File: src/rtl/add_scheduler.sv
// add_scheduler: round-robin two-requester adder, one 4-bit slice per RUN cycle.
// Define ADD_SCHED_EARLY_EN to finish early when remaining slices and carry are all zero.
module add_scheduler #(
   parameter int WIDTH = 16
) (
   input  logic             clk,
   input  logic             rst_n,
   input  logic [1:0]       req,
   input  logic [WIDTH-1:0] a0,
   input  logic [WIDTH-1:0] b0,
   input  logic [WIDTH-1:0] a1,
   input  logic [WIDTH-1:0] b1,
   input  logic             c_in0,
   input  logic             c_in1,
   output logic             busy,
   output logic             owner,
   output logic [1:0]       done,
   output logic [WIDTH-1:0] sum,
   output logic             c_out
);
   localparam int NSLICE = WIDTH / 4;
   localparam int KW = $clog2(NSLICE);
   localparam int BW = KW + 2;
   localparam logic [KW-1:0] KLAST = KW'(NSLICE - 1);
   typedef enum logic [1:0] {IDLE, RUN, DONE} state_t;
   state_t state, state_nx;
   logic [KW-1:0] k;
   logic [BW-1:0] base;
   logic carry, last, gnt, fin, cout_nx;
   logic [WIDTH-1:0] a_lat, b_lat, acc, acc_nx, res;
   logic [4:0] s5;
   assign gnt = req == 2'b11 ? ~last : req[1];
   assign busy = state != IDLE;
   assign done = state == DONE ? (owner ? 2'b10 : 2'b01) : 2'b00;
   always_comb begin
      base = {k, 2'b00};
      s5 = {1'b0, a_lat[base +: 4]} + {1'b0, b_lat[base +: 4]} + {4'b0, carry};
      acc_nx = acc;
      acc_nx[base +: 4] = s5[3:0];
`ifdef ADD_SCHED_EARLY_EN
      // nothing left to add above slice k: clear the upper result and stop now
      fin = k == KLAST || (k != '0 && !carry && ((a_lat | b_lat) >> base) == '0);
      res = (k != '0 && !carry && ((a_lat | b_lat) >> base) == '0) ? acc & ~({WIDTH{1'b1}} << base) : acc_nx;
      cout_nx = k == KLAST && res == acc_nx ? s5[4] : 1'b0;
`else
      fin = k == KLAST;
      res = acc_nx;
      cout_nx = s5[4];
`endif
   end
   always_comb
      state_nx = state == IDLE ? (req != 2'b00 ? RUN : IDLE) :
                 state == RUN  ? (fin ? DONE : RUN) : IDLE;
   always_ff @(posedge clk)
      if (!rst_n) state <= IDLE;
      else state <= state_nx;
   always_ff @(posedge clk)
      if (!rst_n) begin
         k <= '0;
         carry <= 1'b0;
         last <= 1'b1;
         owner <= 1'b0;
         sum <= '0;
         c_out <= 1'b0;
         a_lat <= '0;
         b_lat <= '0;
         acc <= '0;
      end else if (state == IDLE && req != 2'b00) begin
         owner <= gnt;
         a_lat <= gnt ? a1 : a0;
         b_lat <= gnt ? b1 : b0;
         carry <= gnt ? c_in1 : c_in0;
         k <= '0;
      end else if (state == RUN) begin
         acc <= res;
         carry <= s5[4];
         k <= k + 1'b1;
         if (fin) begin
            sum <= res;
            c_out <= cout_nx;
         end
      end else if (state == DONE) last <= owner;
endmodule
File: config.mk
export PLATFORM = sky130hd
export DESIGN_NAME = add_scheduler
export DESIGN_NICKNAME = d
export VERILOG_FILES = /design/src/rtl/add_scheduler.sv
export SDC_FILE = /design/constraint.sdc
export NUM_CORES = 1
export LEC_CHECK = 0
export ABC_AREA = 1
export CAP_MARGIN = 20
export CORE_MARGIN = 10
export CORE_UTILIZATION = 53
export DETAILED_ROUTE_END_ITERATION = 8
export HOLD_SLACK_MARGIN = 0.06
export MAX_ROUTING_LAYER = met4
export PLACE_DENSITY = 0.85
export SYNTH_ARGS = -nofsm -noshare
export SYNTH_HDL_FRONTEND = slang
export SYNTH_SLANG_ARGS = --single-unit
File: constraint.sdc
create_clock -name clk -period 4.5 [get_ports clk]
set_clock_uncertainty 0.15 [all_clocks]
set_input_delay 0.675 -clock clk [delete_from_list [all_inputs] [get_ports clk]]
set_output_delay 0.675 -clock clk [all_outputs]
set_load 0.1 [all_outputs]
# After elaboration in Yosys (flattened, before gate mapping)
# Index checks and enable logic that the tools add are counted.
dict set report totals {
  register_bits 72
  inputBits 70
  elab_cells 48
  output_inout_bits 21
}
dict set report op_classes {
  add_sub_neg 4
  n_reduce_logical 9
  shift 4
  mux 13
  n_eq_ne 4
  bitwise_logic 4
}
# operator count
set ops {}
lappend ops {{2-to-1 mux 16 bit} 2}
lappend ops {{variable part select 16 x 5 -> 4 bit} 2}
lappend ops {{bitwise mux 16 bit} 1}
lappend ops {{variable shift 4 x 6 -> 16 bit (first input constant)} 1}
lappend ops {{variable part select 4 x 6 -> 16 bit} 1}
lappend ops {{2-to-1 mux 2 bit} 5}
lappend ops {{equality test 2 bit (second input constant)} 3}
lappend ops {{negator 4 -> 6 bit} 1}
lappend ops {{AND reduction 3 bit} 2}
lappend ops {{nonzero test 2 bit} 3}
lappend ops {{adder 4 x 4 -> 5 bit} 1}
lappend ops {{adder 5 x 1 -> 5 bit} 1}
lappend ops {{2-to-1 mux 1 bit} 5}
lappend ops {{NOT 1 bit} 4}
lappend ops {{adder 2 x 1 -> 2 bit (second input constant)} 1}
lappend ops {{equality test 2 x 1 -> 1 bit (second input constant)} 1}
lappend ops {{zero test 2 bit} 1}
lappend ops {{AND reduction 2 bit} 1}
lappend ops {{OR reduction 2 bit} 1}
lappend ops {{logical AND 1 bit} 1}

# Depth between registers and ports, before layout
# Gate-level depths: netlist of the first run.
dict set report logic_depth {
  depth_word 5
  mapped_depth 14
}

# Worst setup path before layout of the first run
# Ideal clock, no wire load.
dict set report synth_timing {
  path_kind {register -> output}
  from {reg owner}
  to {out done[1]}
  n_path_buf 0
  arrival_time_ns 2.410
  t_required_ns 3.675
  slack_ns 1.265
  path_stages_with_launch 3
  cell_sequence {dfxtp_1 inv_1 nor2_1}
}
dict set report synth_via {
  elab_chain_len 2
}
# element line_no
set synth_lines {}
lappend synth_lines {{start: declaration} 16} ;# output logic owner,
lappend synth_lines {{start signal: assignment} 69} ;# owner <= gnt;
lappend synth_lines {{2-to-1 mux 2 bit (2 in series)} 34} ;# assign done = state == DONE ? (owner ? 2'b10 : 2'b01) : 2'b00;
lappend synth_lines {{end: declaration} 17} ;# output logic [1:0] done,
# Every way passes these cells.

# Worst setup path after layout of the first run
dict set report layout_timing {
  from {reg state[1]}
  to {out done[0]}
}
dict set report layout_via {
  elab_chain_len 2
}
# element line_no
set layout_lines {}
lappend layout_lines {{start: declaration} 26} ;# state_t state, state_nx;
lappend layout_lines {{start signal: assignment} 56} ;# else state <= state_nx;
lappend layout_lines {{equality test 2 bit} 34}
lappend layout_lines {{2-to-1 mux 2 bit} 34}
# Every way passes these cells.

==> results.md, run 1 <==
- Status: finished, final reports clean
- GRT overflow: 0
- CP Capture Point: done[0]
- Met2 routed WL: 4830 µm
- Buffer count from post-CTS setup fixing: 0
- # setup viols final: 0
- Initial antenna violation count: 0
- RSZ-0062 raised after global routing: no
- Power Density: 340 nW/µm²
- Worst-Skew Late Latency: ~0.35 ns
- Post-DP Area: 4620 µm²
- Mapped Area: about 3800 µm²
- Fill cells: about 560
- Initial core utilization: 55.0%
- Worst r2r path cells: 12
- Crit Path Max Fanout: 4
- Max Root-Sink Buffers: 2
- CTS tree: built
- Period utilization: roughly two thirds
- First-pass GRT wire length: ~16000 µm
- Fin area: 4820 µm²
- Worst reg2reg path startpoint: k[1]
- Hold buffer count at CTS: 0
- Die width: 104 µm
- Port buffer count: 90
- Flops & latches, synth: 72
- CTS sink count: 72
- Slew at the pin closest to its max-slew limit: between 0.9 and 1 ns
- Die H: 104 µm
- Gpl congestion: 0.907
- # nets final: 647
- Peak VDD IR: 0.176 mV
- Average wire per cell in the routed design: 14.5 µm
- Synth cell types: 32
- Share of layout cells above drive strength 1: between 9 and 10%
- Row cnt: 30
- Vias per std cell: 5.31
- WL met3: roughly 400 µm
- CP required: 3.67 ns
- Remaining DRCs: 0
- CTS-repair resized insts: 0
- Hold Vio Cnt, Final: 0
- Area grow syn2layout: 28.3%
- Final wirelength: 9670 µm
- Clk root buf: clkbuf_8
- Crit path DAT: between 2 and 2.5 ns
- R2R Path End: acc[6]
- Slew Viols, Final: 0
- Vias in the first global route: 3532
- Rel. slew slack: between 30% and 40%
- Count of maximum capacitance violations: 0
- Worst hold-check path type: reg -> reg
- WS Path Type: reg -> out
- Clock-pin slew on the worst setup and hold paths: ~0.070 ns
- Part of the Yosys area used for sequential elements: 38.4%
- DRT met1 WL: 4160 µm
- Gr usage total: 18.3%
- Pre-CTS setup slack: 1.59 ns
- DRT antenna net count: 0
- Core Footprint: approximately 6800 µm²
- Synth warn: 0
- Syn Inst Count: 494
- CP Capture Type: output port
- Leakage: 2.13 nW
- Final worst-path setup slack: 1.50 ns
- R2r setup slk: 1.56 ns
- Minimum clock period: 3.00 ns
- Max Fclk: 0.334 GHz
- Die ar.: 10900 µm²
- Setup TNS: 0 ns
- Via Count: 3543
- Drt first-iter violations: roughly 220
- Pin count of the biggest net entering global routing: 53
- Top Metal Used: met4
- H-tree levels: 3
- Startpoint types: flop
- TritonCTS Buffers: 9
- Detailed placement HPWL: 7220 µm
- Critical Path Source: state[1]
- Antenna cells: 0
- Hold path start: a_lat[1]
- Syn avg cell area: 7.60 µm²
- Ports: 91
- First-pass DRT Iterations: 4
- Syn nets: 575
synthesized netlist by cell type (all sizes together):
| master | number | share of area, % |
|---|---|---|
| or2 | 1 | 0.17 |
| dfxtp | 72 | 38 |
| nand3 | 43 | 5.7 |
| ha | 9 | 3.0 |
| o21ai | 51 | 6.9 |
| o31ai | 33 | 10 |
| a21oi | 20 | 2.7 |
| nand3b | 1 | 0.20 |
| clkbuf | 10 | 1.0 |
| o21bai | 5 | 1.0 |
| xor2 | 1 | 0.23 |
| o21a | 12 | 2.4 |
| inv | 63 | 6.3 |
| fa | 2 | 1.1 |
| nor3 | 2 | 0.27 |
| buf | 21 | 3.5 |
| nand4 | 3 | 0.50 |
| o22ai | 15 | 2.5 |
| nor2 | 93 | 9.6 |
| nand2 | 36 | 3.9 |
| o32ai | 1 | 0.23 |
sequential cells by signal, indices dropped and copies added, names as in the netlist:
| register | cells |
|---|---|
| a_lat | 16 |
| acc | 16 |
| b_lat | 16 |
| c_out | 1 |
| carry | 1 |
| k | 2 |
| last | 1 |
| owner | 1 |
| state | 2 |
| sum | 16 |
critical path, stage by stage, from the launching register on:
cell and delay (ns):
dfxtp_1 0.41, nand2_1 0.13, nor2_1 0.11, clkdlybuf4s50_1 1.15
through the flow:
| stage | utilization [%] | hold slack [ns] | std cells | power [W] |
|---|---|---|---|---|
| 2_1_floorplan | - | 0.292 | 494 | 0.00101 |
| 3_3_place_gp | 67.6 | 0.308 | 651 | 0.00112 |
| 3_5_place_dp | 67.6 | 0.336 | 651 | 0.00113 |
| 4_1_cts | 70.5 | 0.356 | 667 | 0.00164 |
| 5_1_grt | 70.5 | 0.377 | 667 | 0.00172 |
| 6_report | 70.5 | 0.359 | 667 | 0.00164 |
layer usage:
layer | vias to the layer above | global-route usage [%]
li1 | 1800 | -
met1 | 1610 | 19.9
met2 | 112 | 31.6
met3 | 21 | 3.10
met4 | 0 | 8.75
met5 | - | -
final cells by class:
cell class,instances,area [µm²],area share (%)
clock buffer,13,159,3.30
inverter,63,236,4.91
multi-input combinational,328,1910,39.6
clock inverter,3,40.0,0.831
timing repair buffer,92,911,18.9
tap,96,120,2.49
sequential,72,1440,29.9
cells in the final DEF, fill, tap and decap left out, types with 9 or more instances in the layout:
cell type,synthesis,layout
a21oi_1,20,20
dfxtp_1,72,72
o31ai_2,29,29
o21a_1,12,12
o22ai_1,15,15
nand3_1,43,43
inv_1,59,59
o21ai_0,46,46
nand2_1,33,33
nor2_1,91,91
ha_1,9,9
clkdlybuf4s50_1,0,89
clkbuf_8,0,11
worst min-delay path by stage:
stage	endpoint	slack, ns	cells past startpoint
after floorplan	last	0.29	2
after global placement	last	0.31	2
after detailed placement	b_lat[7]	0.34	2
after CTS	b_lat[7]	0.36	2
after global routing	b_lat[15]	0.38	2
final	a_lat[1]	0.36	2
cells by family (layout without fill, tap and decap cells):
| kind of cell | count (synthesis) | in the layout | synth area share (%) |
|---|---|---|---|
| adder cells (fa/ha/maj) | 11 | 11 | 4.07 |
| buffers and inverters | 94 | 171 | 10.8 |
| flip-flops | 72 | 72 | 38.4 |
| XOR/XNOR | 1 | 1 | 0.233 |
| AND/OR/NAND/NOR | 179 | 179 | 20.4 |
| AO/OA/AOI/OAI | 137 | 137 | 26.2 |
report_power, final:
part	switching (W)	internal [W]
Combinational	0.000236	0.000162
Clock	0.000230	0.000285
Sequential	0.0000302	0.000695
Power figures use the tool's default switching activity.
==> inputs of run 2 (changes only) <==
CORE_UTILIZATION = 45   (was 53)
PLACE_DENSITY = 0.77   (was 0.85)
clock period = 2.73 ns   (was 4.5 ns; I/O delays follow)
==> results.md, run 2 (same netlist as run 1, synthesis figures left out) <==
- Status: finished, final reports clean
- First-pass DRT Iterations: 4 (unchanged)
- Critical path, cell by cell: inv_2, o21ai_0, o22ai_1, fa_1, fa_2, xor2_2, nand2_1, nor2_2, nand2_1, o21ai_0, o21ai_0, inv_1
- Average wire per cell in the routed design: 14.3 µm (-1.7%)
- # setup viols final: 0 (unchanged)
- Hold path endpoint: last
- Clock-pin slew on the worst setup and hold paths: 0.08 ns (about the same)
- Slew at the pin closest to its max-slew limit: 0.850 ns (-0.142 ns)
- DRT antenna net count: 0 (unchanged)
- Final cell count without fillers: 687 (+3.0%)
- Power Density: 572 nW/µm² (+68%)
- Most used cell along the critical path: o21ai_0
- Hold path start: last
- Combinational power share: 24.1% (-0.2 points)
- Leakage: 2.24 nW (+5.0%)
- Worst hold path stage count: 2 (unchanged)
- CTS tree: built
- Die width: 111 µm (+6.9%)
- Row cnt: 33 (+10%)
- Drt first-iter violations: 141 (-34%)
- Max Fclk: a little under 0.4 GHz
- Via Count: 3536 (-0.20%)
- Antenna cells: 0 (unchanged)
- Gpl congestion: 0.895 (-1.3%)
- Fill cells: 763 (+35%)
- Gr usage total: 16.0% (-2.2 points)
- Sequential power share: 42.5% (-1.8 points)
- Worst-Skew Late Latency: 0.36 ns (about the same)
- RSZ-0062 raised after global routing: no
- Cell at the slowest stage of the critical path: fa_1
- Ports: 91 (unchanged)
- R2R Path End: acc[6]
- CTS sink count: 72 (unchanged)
- Crit Path Max Fanout: 8 (+4)
- Worst hold-check path type: reg -> reg
- Clk root buf: clkbuf_8
- First-pass GRT wire length: 16500 µm (+2.7%)
- Final core utilization: 60.1% (-10 points)
- Max Root-Sink Buffers: 2 (unchanged)
- Vias per std cell: 5.15 (-3.1%)
- TritonCTS Buffers: 9 (unchanged)
- Worst reg2reg path startpoint: k[0]
- Clock power frac: 33.4% (+1.9 points)
- Rel. slew slack: 43.3% (+9.6 points)
- Die H: 111 µm (+6.9%)
- Crit path DAT: 2.64 ns (+0.47 ns)
- Startpoint types: flop
- Switching share of power: 30.0% (-0.27 points)
- Pin count of the biggest net entering global routing: 35 (-34%)
- CP Capture Type: flop
- Leading cell types in the layout, fill and taps excluded: nor2_1 (89), dfxtp_1 (71), clkdlybuf4s50_1 (68)
- Hold buffer count at CTS: 0 (unchanged)
- Initial antenna violation count: 0 (unchanged)
- CP max stage delay: 0.45 ns (-0.70 ns)
- Internal power: 0.00197 W (+72%)
- Area grow syn2layout: 30.8%
- Port buffer count: 90 (unchanged)
- Commonest non-fill, non-tap cell in the layout: nor2_1
- WS Path Type: reg -> reg
- GRT overflow: 0 (unchanged)
- Hold Vio Cnt, Final: 0 (unchanged)
- Slew Viols, Final: 0 (unchanged)
- Period utilization: 92.7%
- Minimum clock period: 2.53 ns
- H-tree levels: 3 (unchanged)
- Core Footprint: 8180 µm² (+20%)
- Die ar.: 12400 µm² (+14%)
- Initial core utilization: 45.9% (-9.0 points)
- CP required: 2.84 ns (-0.83 ns)
- Share of layout cells above drive strength 1: 16.7% (+6.7 points)
- Worst r2r path cells: 12 (unchanged)
- Placed insts: 671 (+3.1%)
- Remaining DRCs: 0 (unchanged)
- Detailed placement HPWL: 7440 µm (+3.1%)
- Sw power: 0.000843 W (+70%)
- R2r setup slk: 0.20 ns (-1.36 ns)
- # nets final: 658 (+1.7%)
- Final wirelength: 9790 µm (+1.3%)
- Vias in the first global route: 3613 (+2.3%)
- Peak VDD IR: 0.265 mV (+51%)
- Count of maximum capacitance violations: 0 (unchanged)
-- run 2: cell count changes in the layout (fill, tap and decap cells not counted), moves of 2 or more --
cell | previous run | this run
clkdlybuf4s50_1 | 89 | 68
nor2_1 | 91 | 89
nor2_2 | 1 | 3
clkbuf_1 | 2 | 0
buf_4 | 2 | 33
-- run 2: layout make-up --
cell class	count	area (µm²)	area share, %
clock inverter	6	82.6	1.68
clock buffer	10	138	2.80
timing repair buffer	103	953	19.4
tap	105	131	2.68
multi-input combinational	328	1920	39.2
sequential	72	1450	29.4
inverter	63	236	4.82
-- run 2: repair_timing --
action / in CTS / in global routing
pin swaps: 0 / 1
gates resized for setup: 1 / 5
setup buffers: 0 / 0
setup endpoints to repair: 4 / 6
-- run 2: worst max path at each step --
stage	to	slack [ns]	from
floorplan	acc[14]	0.04	k[0]
global placement	acc[6]	0.11	k[0]
detailed placement	acc[6]	-0.05	k[0]
CTS	acc[6]	0.02	k[0]
global route	acc[6]	0.02	k[0]
finish	acc[6]	0.20	k[0]
-- run 2: per-layer routing --
layer / vias to the layer above / wire length, µm / part of all wire [%] / track usage [%]
met5: - / 0 / 0 / -
met4: 0 / 201 / 2.1 / 7.03
met3: 18 / 484 / 4.9 / 4.62
met2: 91 / 4700 / 48 / 26.5
met1: 1619 / 4400 / 45 / 17.6
li1: 1808 / - / - / -
-- run 2: critical path: cells and delay by family (launching register included) --
| kind | cells | cell delay (ns) |
|---|---|---|
| AO/OA/AOI/OAI | 4 | 0.57 |
| XOR/XNOR | 1 | 0.16 |
| adder cells (fa/ha/maj) | 2 | 0.84 |
| buffers and inverters | 2 | 0.14 |
| flip-flops | 1 | 0.39 |
| AND/OR/NAND/NOR | 3 | 0.20 |
-- run 2: power groups by stage --
stage          clock network, W  logic, W  registers, W
5_1_grt                0.000985  0.000760       0.00120
6_report               0.000939  0.000677       0.00119
2_1_floorplan                 0  0.000449       0.00121
4_1_cts                0.000943  0.000670       0.00119
3_3_place_gp                  0  0.000650       0.00122
3_5_place_dp                  0  0.000665       0.00122
-- run 2: stage by stage --
stage                     TNS [ns]  setup WS (ns)  area (µm²)  hold slack, ns  power, W
after global placement           0          0.106        4670           0.309   0.00187
after detailed placement   -0.0890        -0.0507        4670           0.321   0.00188
after global routing             0         0.0200        4910           0.377   0.00295
after CTS                        0         0.0184        4890           0.338   0.00281
final                            0          0.199        4910           0.333   0.00281
after floorplan                  0         0.0409        3760           0.292   0.00166
==> inputs of run 3 (changes only) <==
RECOVER_POWER = 100   (was not set)
==> results.md, run 3 (same netlist as run 1, synthesis figures left out) <==
- DRT antenna net count: 0 (unchanged)
- Crit path DAT: 2.64 ns (about the same)
- Initial antenna violation count: 0 (unchanged)
- Worst hold-check path type: reg -> reg
- RSZ-0062 raised after global routing: no
- H-tree levels: 3 (unchanged)
- Via Count: 3526 (-0.28%)
- Crit path buf inv count: 2 (unchanged)
- Area grow syn2layout: 28.3%
- Max Root-Sink Buffers: 2 (unchanged)
- CP required: 2.83 ns (about the same)
- CP Capture Type: flop
- Clk root buf: clkbuf_8
- Power Total: 0.00280 W (-0.42%)
- Drt first-iter violations: 127 (-9.9%)
- Slew Viols, Final: 0 (unchanged)
- Gr usage total: 16.0% (unchanged)
- Final Hold Slack: 0.333 ns (+0.0000930 ns)
- Die width: 111 µm (unchanged)
- # setup viols final: 0 (unchanged)
- Ports: 91 (unchanged)
- Startpoint types: flop
- Antenna cells: 0 (unchanged)
- Worst-Skew Late Latency: 0.36 ns (about the same)
- Leakage: 2.15 nW (-4.3%)
- Delay-heaviest family, CP: adder cells
- Core Footprint: 8180 µm² (unchanged)
- Crit Path Max Fanout: 8 (unchanged)
- Rel. slew slack: 19.6% (-24 points)
- Initial core utilization: 45.9% (unchanged)
- Minimum clock period: 2.53 ns (+0.00114 ns)
- Remaining DRCs: 0 (unchanged)
- GRT overflow: 0 (unchanged)
- Die H: 111 µm (unchanged)
- Vias in the first global route: 3613 (unchanged)
- Hold Vio Cnt, Final: 0 (unchanged)
- Share of layout cells above drive strength 1: 12.4% (-4.3 points)
- Status: finished, final reports clean
- Critical path, cell by cell: inv_2, o21ai_0, o22ai_1, fa_1, fa_2, xor2_2, nand2_1, nor2_2, nand2_1, o21ai_0, o21ai_0, inv_1
- R2r setup slk: 0.20 ns (about the same)
- Max Fclk: 0.395 GHz (about the same)
- Post-DP Area: 4670 µm² (unchanged)
- Count of maximum capacitance violations: 0 (unchanged)
- Fill cells: 794 (+4.1%)
- Buffer count from post-CTS setup fixing: 0 (unchanged)
- TritonCTS Buffers: 9 (unchanged)
- Period utilization: 92.8% (about the same)
- Port buffer count: 90 (unchanged)
- First-pass GRT wire length: 16500 µm (unchanged)
- CTS tree: built
- Setup TNS: 0 ns (unchanged)
- # nets final: 658 (unchanged)
- Peak VDD IR: 0.264 mV (-0.46%)
- Clock-pin slew on the worst setup and hold paths: 0.08 ns (about the same)
- WS Path Type: reg -> reg
- Average wire per cell in the routed design: 14.2 µm (-0.38%)
- Final core utilization: 58.9% (-1.1 points)
- Cell at the slowest stage of the critical path: fa_1
- Slew at the pin closest to its max-slew limit: 1.21 ns (+0.361 ns)
- CP max stage delay: 0.45 ns (about the same)
- Gpl congestion: 0.895 (unchanged)
- CTS sink count: 72 (unchanged)
- Multi-input logic area: 1910 µm² (-0.52%)
- Reg area: 1450 µm² (unchanged)
- First-pass DRT Iterations: 4 (unchanged)
- Leading cell types in the layout, fill and taps excluded: nor2_1 (89), dfxtp_1 (71), clkdlybuf4s50_1 (67)
- Row cnt: 33 (unchanged)
- Most used cell along the critical path: o21ai_0
- Final wirelength: 9750 µm (-0.38%)
- Vias per std cell: 5.13 (-0.28%)
- Fin area: 4820 µm² (-1.9%)
- Commonest non-fill, non-tap cell in the layout: nor2_1
- Die ar.: 12400 µm² (unchanged)
- Detailed placement HPWL: 7440 µm (unchanged)
- Power Density: 581 nW/µm² (+1.5%)
- Pin count of the biggest net entering global routing: 35 (unchanged)
==> run 3: cell type report <==
type                       count  area share, %
timing repair buffer         103           18.1
clock inverter                 6           1.71
multi-input combinational    328           39.7
tap                          105           2.73
sequential                    72           30.0
clock buffer                  10           2.86
inverter                      63           4.91
==> run 3: through the flow <==
| stage | setup WS, ns | cells |
|---|---|---|
| after detailed placement | -0.0507 | 671 |
| after global routing | 0.0196 | 687 |
| after CTS | 0.0184 | 687 |
| final | 0.197 | 687 |
| after floorplan | 0.0409 | 494 |
| after global placement | 0.106 | 671 |
==> run 3: worst paths after layout <==
| path | from | endpoint | cells after the start |
|---|---|---|---|
| min | last | last | 2 |
| max | k[0] | acc[6] | 12 |
| min reg2reg | last | last | 2 |
| max reg2reg | k[0] | acc[6] | 12 |
==> run 3: worst min-delay path, delay by kind of cell, from the launching register on <==
family	cells	cell delay, ns
flops	1	0.34
compound gates	2	0.12
==> run 3: repair_timing <==
item	4_1_cts	5_1_grt
resized for setup	1	5
hold buffers	0	0
hold endpoints to repair	0	0
pin swaps	0	1
setup endpoints to repair	4	6
==> run 3: metal layers <==
| layer | vias up | global-route usage, % | share of wire [%] |
|---|---|---|---|
| met1 | 1625 | 17.6 | 46 |
| met4 | 0 | 7.03 | 2.1 |
| li1 | 1808 | - | - |
| met5 | - | - | 0 |
| met2 | 76 | 26.5 | 47 |
| met3 | 17 | 4.62 | 4.2 |
==> run 3: report_power, final <==
part           internal, W  switching (W)
clock             0.000534       0.000400
sequential         0.00114      0.0000489
combinational     0.000282       0.000388
